File: src/rtl/tpu_fxp_pkg.sv
// Shared Q8.8 fixed-point types and constants for the TPU datapath lanes.
package tpu_fxp_pkg;

  typedef logic signed [15:0] fxp16_t;

  localparam int unsigned FXP_FRAC_BITS = 8;
  localparam fxp16_t      FXP_ZERO      = '0;

endpackage

File: src/rtl/fxp_mul.sv
// Signed Q8.8 x Q8.8 multiply; full product shifted back to Q8.8 and truncated
// (rounds toward negative infinity, no saturation).
module fxp_mul
  import tpu_fxp_pkg::*;
(
  input  logic [15:0] a,
  input  logic [15:0] b,
  output logic [15:0] product
);

  logic signed [31:0] full_prod;

  // Widen both operands as signed, then drop the extra fraction bits.
  always_comb begin
    full_prod = 32'(fxp16_t'(a)) * 32'(fxp16_t'(b));
    product   = 16'(full_prod >>> FXP_FRAC_BITS);
  end

endmodule

File: src/rtl/lr_h_fifo.sv
// H cache FIFO: storage, wrap-around pointers, occupancy, full/empty flags
// and a registered read port. Reports dropped pushes and missed pops so the
// parent can keep sticky error flags.
module lr_h_fifo
  import tpu_fxp_pkg::*;
#(
  parameter int unsigned DEPTH  = 16,
  parameter int unsigned DATA_W = 16
) (
  input  logic                     clk,
  input  logic                     rst,
  input  logic                     clear,
  input  logic                     push,
  input  logic                     pop,
  input  logic [DATA_W-1:0]        wr_data,
  output logic                     rd_valid,
  output logic [DATA_W-1:0]        rd_data,
  output logic                     full,
  output logic                     empty,
  output logic [$clog2(DEPTH):0]   count,
  output logic                     push_drop,
  output logic                     pop_miss
);

  localparam int unsigned AW = $clog2(DEPTH);
  localparam logic [AW-1:0] PTR_ONE  = AW'(1);
  localparam logic [AW:0]   CNT_ONE  = (AW+1)'(1);
  localparam logic [AW:0]   CNT_FULL = (AW+1)'(DEPTH);

  logic [DATA_W-1:0] mem [DEPTH];
  logic [AW-1:0]     wr_ptr;
  logic [AW-1:0]     rd_ptr;
  logic [AW:0]       count_next;
  logic              push_ok;
  logic              pop_ok;

  // Accept/reject decisions; clear overrides both. A pop frees a slot in the
  // same cycle, so a push into a full cache succeeds when paired with a pop.
  // There is no bypass: a pop on empty misses even if a push lands alongside.
  always_comb begin
    pop_ok     = pop & ~empty & ~clear;
    push_ok    = push & ~clear & (~full | pop_ok);
    push_drop  = push & ~clear & full & ~pop_ok;
    pop_miss   = pop & ~clear & empty;
    count_next = count;
    if (clear) begin
      count_next = '0;
    end else if (push_ok && !pop_ok) begin
      count_next = count + CNT_ONE;
    end else if (pop_ok && !push_ok) begin
      count_next = count - CNT_ONE;
    end
  end

  // Cache storage; contents after reset are don't-care.
  always_ff @(posedge clk) begin
    if (push_ok) begin
      mem[wr_ptr] <= wr_data;
    end
  end

  // Pointers, occupancy, status flags and the registered read port.
  always_ff @(posedge clk or posedge rst) begin
    if (rst) begin
      wr_ptr   <= '0;
      rd_ptr   <= '0;
      count    <= '0;
      full     <= 1'b0;
      empty    <= 1'b1;
      rd_valid <= 1'b0;
      rd_data  <= '0;
    end else begin
      if (clear) begin
        wr_ptr <= '0;
        rd_ptr <= '0;
      end else begin
        if (push_ok) wr_ptr <= wr_ptr + PTR_ONE;
        if (pop_ok)  rd_ptr <= rd_ptr + PTR_ONE;
      end
      count    <= count_next;
      full     <= (count_next == CNT_FULL);
      empty    <= (count_next == '0);
      rd_valid <= pop_ok;
      rd_data  <= pop_ok ? mem[rd_ptr] : '0;
    end
  end

endmodule

File: src/rtl/leaky_relu_fwd_h_cache.sv
// Forward leaky-ReLU lane with an H cache for backpropagation replay.
// The activation register and sticky error flags live here; the cache
// itself is lr_h_fifo.
module leaky_relu_fwd_h_cache
  import tpu_fxp_pkg::*;
#(
  parameter int unsigned DEPTH  = 16,
  parameter int unsigned DATA_W = 16
) (
  input  logic                     clk,
  input  logic                     rst,
  input  logic                     lr_valid_in,
  input  logic [DATA_W-1:0]        lr_data_in,
  input  logic [DATA_W-1:0]        lr_leak_factor_in,
  input  logic                     lr_store_en_in,
  output logic                     lr_valid_out,
  output logic [DATA_W-1:0]        lr_data_out,
  input  logic                     h_pop_in,
  output logic                     h_valid_out,
  output logic [DATA_W-1:0]        h_data_out,
  input  logic                     clear_in,
  output logic                     full_out,
  output logic                     empty_out,
  output logic [$clog2(DEPTH):0]   count_out,
  output logic                     overflow_err,
  output logic                     underflow_err
);

  logic [DATA_W-1:0] leak_prod;
  logic [DATA_W-1:0] act;
  logic              push_drop;
  logic              pop_miss;

  fxp_mul u_leak_mul (
    .a       (lr_data_in),
    .b       (lr_leak_factor_in),
    .product (leak_prod)
  );

  lr_h_fifo #(
    .DEPTH  (DEPTH),
    .DATA_W (DATA_W)
  ) u_h_fifo (
    .clk       (clk),
    .rst       (rst),
    .clear     (clear_in),
    .push      (lr_valid_in & lr_store_en_in),
    .pop       (h_pop_in),
    .wr_data   (lr_data_in),
    .rd_valid  (h_valid_out),
    .rd_data   (h_data_out),
    .full      (full_out),
    .empty     (empty_out),
    .count     (count_out),
    .push_drop (push_drop),
    .pop_miss  (pop_miss)
  );

  // Negative inputs take the leak product; zero and positive pass through.
  always_comb begin
    act = lr_data_in[DATA_W-1] ? leak_prod : lr_data_in;
  end

  // Activation register: one-cycle latency, zero data when no valid sample.
  always_ff @(posedge clk or posedge rst) begin
    if (rst) begin
      lr_valid_out <= 1'b0;
      lr_data_out  <= FXP_ZERO;
    end else begin
      lr_valid_out <= lr_valid_in;
      lr_data_out  <= lr_valid_in ? act : FXP_ZERO;
    end
  end

  // Sticky error flags; clear wipes them and suppresses new events that cycle.
  always_ff @(posedge clk or posedge rst) begin
    if (rst) begin
      overflow_err  <= 1'b0;
      underflow_err <= 1'b0;
    end else if (clear_in) begin
      overflow_err  <= 1'b0;
      underflow_err <= 1'b0;
    end else begin
      if (push_drop) overflow_err  <= 1'b1;
      if (pop_miss)  underflow_err <= 1'b1;
    end
  end

endmodule

File: config.mk
export PLATFORM = sky130hd
export DESIGN_NAME = leaky_relu_fwd_h_cache
export DESIGN_NICKNAME = d
export VERILOG_FILES = /design/src/rtl/tpu_fxp_pkg.sv /design/src/rtl/fxp_mul.sv /design/src/rtl/lr_h_fifo.sv /design/src/rtl/leaky_relu_fwd_h_cache.sv
export SDC_FILE = /design/constraint.sdc
export NUM_CORES = 1
export LEC_CHECK = 0
export ABC_AREA = 1
export CORE_AREA = 5 5 291 293
export DETAILED_ROUTE_END_ITERATION = 12
export DIE_AREA = 0 0 296 298
export GPL_ROUTABILITY_DRIVEN = 0
export PLACE_DENSITY_LB_ADDON = 0.1
export SLEW_MARGIN = 5
export SYNTH_ARGS = -nofsm -noshare
export SYNTH_HDL_FRONTEND = slang
export SYNTH_SLANG_ARGS = --single-unit
File: constraint.sdc
create_clock -name clk -period 2.4 [get_ports clk]
set_clock_uncertainty 0.05 [all_clocks]
set_input_delay 0.6 -clock clk [delete_from_list [all_inputs] [get_ports clk]]
set_output_delay 0.6 -clock clk [all_outputs]
set_load 0.02 [all_outputs]
==> results of run 1 <==
sequential cells by signal, indices dropped and copies added, names as in the netlist:
| signal | flops |
|---|---|
| u_h_fifo.mem | 256 |
| lr_data_out | 16 |
| u_h_fifo.rd_data | 16 |
| u_h_fifo.count | 5 |
| u_h_fifo.rd_ptr | 4 |
| u_h_fifo.wr_ptr | 4 |
| lr_valid_out | 1 |
| overflow_err | 1 |
| u_h_fifo.empty | 1 |
| u_h_fifo.full | 1 |
| u_h_fifo.rd_valid | 1 |
| underflow_err | 1 |
cells in the mapped netlist, types with 5 or more instances:
| cell | instances |
|---|---|
| nand3_1 | 50 |
| o21ai_0 | 158 |
| inv_2 | 5 |
| o221ai_1 | 44 |
| o22ai_1 | 20 |
| a21oi_1 | 47 |
| buf_2 | 14 |
| xor2_1 | 6 |
| nand2_1 | 347 |
| dfrtp_1 | 50 |
| nand4_1 | 9 |
| o211ai_1 | 20 |
| nor4_1 | 5 |
| inv_1 | 433 |
| nand2_2 | 6 |
| edfxtp_1 | 256 |
| fa_1 | 186 |
| clkbuf_1 | 87 |
| ha_1 | 77 |
| nor2_1 | 205 |
stage by stage:
stage | setup WS [ns] | hold WS, ns | cell area (sq um) | cells
3_5_place_dp | -3.99 | 0.437 | 24700 | 3337
2_1_floorplan | -2.95 | 0.426 | 20900 | 2076
5_1_grt | -2.96 | 0.347 | 28100 | 3518
4_1_cts | -2.83 | 0.336 | 27500 | 3504
6_report | -2.82 | 0.369 | 28100 | 3519
3_3_place_gp | -4.01 | 0.429 | 24700 | 3337
tightest hold or removal path: cells and delay by family:
family	cells	cell delay, ns
buffers and inverters	3	0.78
final cells by class:
class,instances,area [sq um],share of cell area
multi-input cells,1223,10300,0.365
flip-flops and latches,307,8970,0.320
repair buffers,408,4610,0.164
inverters,440,1660,0.0593
well taps,1070,1340,0.0477
clock buffers,51,1080,0.0386
clock inverters,19,140,0.00499
diodes,1,2.50,0.0000892
worst paths after layout:
check                              startpoint                   end  slack (ns)  depth (start not counted)
hold reg to reg                 underflow_err         underflow_err        0.45                          2
setup reg to reg           u_h_fifo.rd_ptr[0]  u_h_fifo.rd_data[11]        0.36                          5
min in group clk                lr_data_in[6]    u_h_fifo.mem[0][6]        0.37                          2
hold / removal                            rst          lr_valid_out        0.37                          3
setup / recovery                lr_data_in[2]       lr_data_out[13]       -2.82                         23
max in group asynchronous                 rst    u_h_fifo.rd_ptr[2]        1.61                          3
what timing repair did:
item,in CTS,in global routing
buffers inserted,87,18
pin swaps,127,104
hold buffers,0,0
cloned,12,2
endpoints found under the setup margin,17,16
resized for setup,321,148
metal layers:
metal | up-vias | global-route usage | wire length [microns]
li1 | 7322 | - | -
met1 | 7691 | 0.218 | 32000
met2 | 279 | 0.263 | 33000
met3 | 80 | 0.0255 | 2790
met4 | 0 | 0.0384 | 1490
met5 | - | 0 | 0
cells by family (layout without fill, tap and decap cells):
family,Yosys count,in the layout,share of synthesized area
and+or+nand+nor,639,639,0.129
buffers and inverters,546,918,0.103
AOI/OAI and AO/OA,312,312,0.0916
DFF,307,307,0.442
adders and majority gates,263,263,0.231
xor gates and xnor gates,9,9,0.00389
other,0,1,0
==> results.sh, run 1 <==
export IMPL_yosys_top_cells_area="edfxtp_1, fa_1, inv_1, nand2_1, dfrtp_1"
export IMPL_io_buffers=80
export IMPL_drt_iter0_drc=851
export IMPL_numCtsBuffers=39
export IMPL_drtAntennaViolNets=0
export IMPL_fin_crit_ns=5.22
export IMPL_cp_data_arrival_time_ns=5.64
export IMPL_mappedNetlistArea_sq_um=20300
export IMPL_worstPathCellList="clkdlybuf4s15_2 -> buf_12 -> nand2_1 -> inv_1 -> fa_1 -> fa_1 -> fa_2 -> fa_1 -> fa_1 -> inv_1 -> fa_1 -> inv_2 -> ha_4 -> a21o_1 -> buf_4 -> nor2_4 -> o21bai_1 -> a21oi_2 -> nand3_1 -> nand2_1 -> nand3_2 -> nand2_2 -> inv_2"
export IMPL_clockBufferDepth=3
export IMPL_cp_max_fo=7
export IMPL_yosysTopAreaCell="edfxtp_1"
export IMPL_avgSynthCellArea_sq_um=9.77
export IMPL_routedWlPerCell_microns=19.7
export IMPL_fill_cells=8208
export IMPL_cts_htree_levels=2
export IMPL_die_area_sq_um=88200
export IMPL_fmax_mhz=192
export IMPL_initial_core_util=0.249
export IMPL_slew_headroom=0.458
export IMPL_path_buf_inv=7
export IMPL_critPathMaxStageDelay_ns=0.59
export IMPL_crit_path_top_delay_cell="fa_1"
export IMPL_synth_top_cell_area_share=0.379
export IMPL_rsz0062_at_grt="true"
export IMPL_layout_nets=2720
export IMPL_chipHeight_microns=298
export IMPL_cts_tree="done"
export IMPL_cp_start_kind="input pin"
export IMPL_grt_pass1_vias=16500
export IMPL_io_pins=81
export IMPL_fin_setup_tns_ns=-41.09
export IMPL_failed_checks="negative setup slack"
export IMPL_drcViolationCount=0
export IMPL_grt_usage=0.159
export IMPL_criticalPathCategory="in2reg"
export IMPL_yosysWarnings=0
export IMPL_drv_slew=0
export IMPL_hpwlAfterDp_microns=47000
export IMPL_hold_class="in2async"
export IMPL_grt_max_degree=56
export IMPL_cpMostUsedCell="fa_1"
export IMPL_status="complete, but fails checks"
export IMPL_drt_total_wl_microns=69200
export IMPL_ys_seq_elements=307
export IMPL_area_growth_pct=38.3
export IMPL_setup_violations_final=16
export IMPL_async_flop_share=0.166
export IMPL_final_cell_mix="inv_1, nand2_1, edfxtp_1, buf_4, nor2_1"
export IMPL_cp_top_family="adder cells"
export IMPL_layout_drive_gt1_share=0.280
export IMPL_end_kind="flop"
export IMPL_vias=15400
export IMPL_core_region_area_sq_um=81600
export IMPL_final_util=0.344
export IMPL_synth_nets=2377
export IMPL_num_rows=105
export IMPL_min_period_over_period=2.17
export IMPL_worst_slack_ns=-2.82
export IMPL_synth_edf_count=256
export IMPL_finalHoldViolations=0
export IMPL_synth_main_ff_cell="edfxtp_1"
export IMPL_cts_root_buffer="clkbuf_16"
export IMPL_cts_clk_slew_worst_paths_ns=0.06
export IMPL_clock_latency_ns=0.56
export IMPL_final_common_cell="inv_1"
export IMPL_synthCells=2076
export IMPL_antenna_found_initial=0
export IMPL_die_w_microns=296
export IMPL_seq_area_frac_synth=0.442
export IMPL_maxCapViolCount=0
export IMPL_grt_overflow=0
export IMPL_firstDrtPassIters=5
export IMPL_worst_ep_required_time_ns=2.82
export IMPL_ys_types=47
export IMPL_worst_pin_slew_ns=0.812
export IMPL_avgViaCountPerCell=4.37
export IMPL_grt_pass1_wl_microns=106000
export IMPL_cts_sinks=307
Power of run 1 is not shown: default switching activity piles up to over one toggle a cycle in this logic, so the estimate is an artifact.
==> run 2, diff against run 1 <==
--- a/config.mk
+++ b/config.mk
@@ -6,10 +6,13 @@
 export NUM_CORES = 1
 export LEC_CHECK = 0
 export ABC_AREA = 1
+export CELL_PAD_IN_SITES_DETAIL_PLACEMENT = 1
+export CELL_PAD_IN_SITES_GLOBAL_PLACEMENT = 1
 export CORE_AREA = 5 5 291 293
 export DETAILED_ROUTE_END_ITERATION = 12
 export DIE_AREA = 0 0 296 298
 export GPL_ROUTABILITY_DRIVEN = 0
+export HOLD_SLACK_MARGIN = 0.05
 export PLACE_DENSITY_LB_ADDON = 0.1
 export SLEW_MARGIN = 5
 export SYNTH_ARGS = -nofsm -noshare
==> results.sh, run 2 (same netlist as run 1, synthesis figures left out) <==
export IMPL_drcViolationCount=0
export IMPL_cts_tree="done"
export IMPL_cpMostUsedCell="fa_1"
export IMPL_io_buffers=80
export IMPL_area_growth_pct=37.3
export IMPL_antenna_cells=0
export IMPL_grt_usage=0.167
export IMPL_fin_crit_ns=5.39
export IMPL_worst_slack_ns=-2.99
export IMPL_clock_latency_ns=0.56
export IMPL_clockBufferDepth=3
export IMPL_top_register="u_h_fifo.mem"
export IMPL_worst_pin_slew_ns=0.663
export IMPL_path_buf_inv=8
export IMPL_cts_root_buffer="clkbuf_16"
export IMPL_maxCapViolCount=0
export IMPL_critPathMaxStageDelay_ns=0.61
export IMPL_worst_ep_required_time_ns=2.80
export IMPL_failed_checks="negative setup slack"
export IMPL_end_kind="flop"
export IMPL_layout_drive_gt1_share=0.278
export IMPL_grt_pass1_wl_microns=111000
export IMPL_largest_reg_flops=256
export IMPL_fin_setup_tns_ns=-43.42
export IMPL_final_cell_mix="inv_1, nand2_1, edfxtp_1, buf_4, nor2_1"
export IMPL_cp_max_fo=4
export IMPL_core_region_area_sq_um=81600
export IMPL_rsz0062_at_grt="true"
export IMPL_fmax_mhz=186
export IMPL_regArea_sq_um=8970
export IMPL_crit_path_top_delay_cell="fa_1"
export IMPL_routedWlPerCell_microns=20.7
export IMPL_vias=15600
export IMPL_drv_slew=0
export IMPL_grt_max_degree=75
export IMPL_cp_data_arrival_time_ns=5.79
export IMPL_hpwlAfterDp_microns=50100
export IMPL_multi_input_area_sq_um=10200
export IMPL_num_rows=105
export IMPL_min_period_over_period=2.25
export IMPL_grt_pass1_vias=17400
export IMPL_chipHeight_microns=298
export IMPL_drt_iter0_drc=707
export IMPL_ff2ff_path_depth=7
export IMPL_firstDrtPassIters=5
export IMPL_cts_htree_levels=2
export IMPL_antenna_found_initial=0
export IMPL_slew_headroom=0.558
export IMPL_numCtsBuffers=38
export IMPL_avgViaCountPerCell=4.42
export IMPL_drt_total_wl_microns=72900
export IMPL_cp_top_family="adder cells"
export IMPL_place_ws_ns=-4.16
export IMPL_fill_cells=9058
export IMPL_final_common_cell="inv_1"
export IMPL_hold_class="in2async"
export IMPL_io_pins=81
export IMPL_cts_clk_slew_worst_paths_ns=0.06
export IMPL_worstPathCellList="buf_16 -> buf_12 -> buf_12 -> nand2_4 -> fa_1 -> inv_1 -> fa_1 -> fa_1 -> fa_1 -> fa_1 -> inv_2 -> fa_1 -> inv_2 -> ha_4 -> nand2_4 -> nor4_4 -> buf_4 -> nand4_1 -> nand4_1 -> nand3_2 -> nand2_4 -> inv_2"
export IMPL_initial_core_util=0.249
export IMPL_layout_nets=2724
export IMPL_status="complete, but fails checks"
export IMPL_grt_overflow=0
export IMPL_finalHoldViolations=0
export IMPL_cts_sinks=307
export IMPL_setup_violations_final=16
export IMPL_cp_start_kind="input pin"
export IMPL_cp_num_cells=22
export IMPL_criticalPathCategory="in2reg"
export IMPL_die_area_sq_um=88200
export IMPL_drtAntennaViolNets=0
export IMPL_reg_largest_list="u_h_fifo.mem x256, lr_data_out x16, u_h_fifo.rd_data x16"
export IMPL_die_w_microns=296
==> run 2: path summary, 6_finish.rpt <==
| kind | start | slack (ns) | endpoint |
|---|---|---|---|
| setup / recovery | lr_data_in[8] | -2.99 | lr_data_out[12] |
| hold / removal | rst | 0.39 | lr_data_out[13] |
| setup reg to reg | u_h_fifo.rd_ptr[0] | 0.39 | u_h_fifo.rd_data[12] |
| hold reg to reg | underflow_err | 0.44 | underflow_err |
| max in group asynchronous | rst | 1.58 | u_h_fifo.rd_ptr[0] |
| min in group clk | lr_data_in[6] | 0.41 | u_h_fifo.mem[5][6] |
==> run 2: stage by stage <==
| step | utilization | hold WS, ns | instance area [sq um] | cells |
|---|---|---|---|---|
| finish | 0.341 | 0.394 | 27900 | 3520 |
| global route | 0.341 | 0.388 | 27900 | 3520 |
| CTS | 0.337 | 0.372 | 27500 | 3505 |
| detailed placement | 0.302 | 0.435 | 24600 | 3343 |
| global placement | 0.302 | 0.438 | 24600 | 3343 |
| floorplan | - | 0.426 | 20900 | 2076 |
==> run 2: tightest hold or removal path: stages <==
cell,delay (ns)
clkdlybuf4s50_1,0.41
inv_2,0.08
buf_12,0.31
==> run 2: layout make-up <==
type | instances | area share
clock buffers | 56 | 0.0376
inverters | 440 | 0.0600
well taps | 1070 | 0.0481
multi-input cells | 1223 | 0.366
clock inverters | 11 | 0.00620
flip-flops and latches | 307 | 0.322
repair buffers | 413 | 0.160
==> run 2: routing by layer <==
metal / global-route usage / up-vias / wire length (microns)
met5: 0 / - / 0
met4: 0.0292 / 0 / 1040
met3: 0.0182 / 59 / 1670
met2: 0.295 / 161 / 36900
met1: 0.223 / 8039 / 33300
li1: - / 7305 / -
==> run 2: what timing repair did <==
item / 4_1_cts / 5_1_grt
hold buffers: 0 / 0
setup endpoints to repair: 18 / 17
pin swaps: 128 / 102
setup buffers: 87 / 24
gates resized for setup: 322 / 130
gates cloned: 8 / 0
Power of run 2 is left out for the same reason.
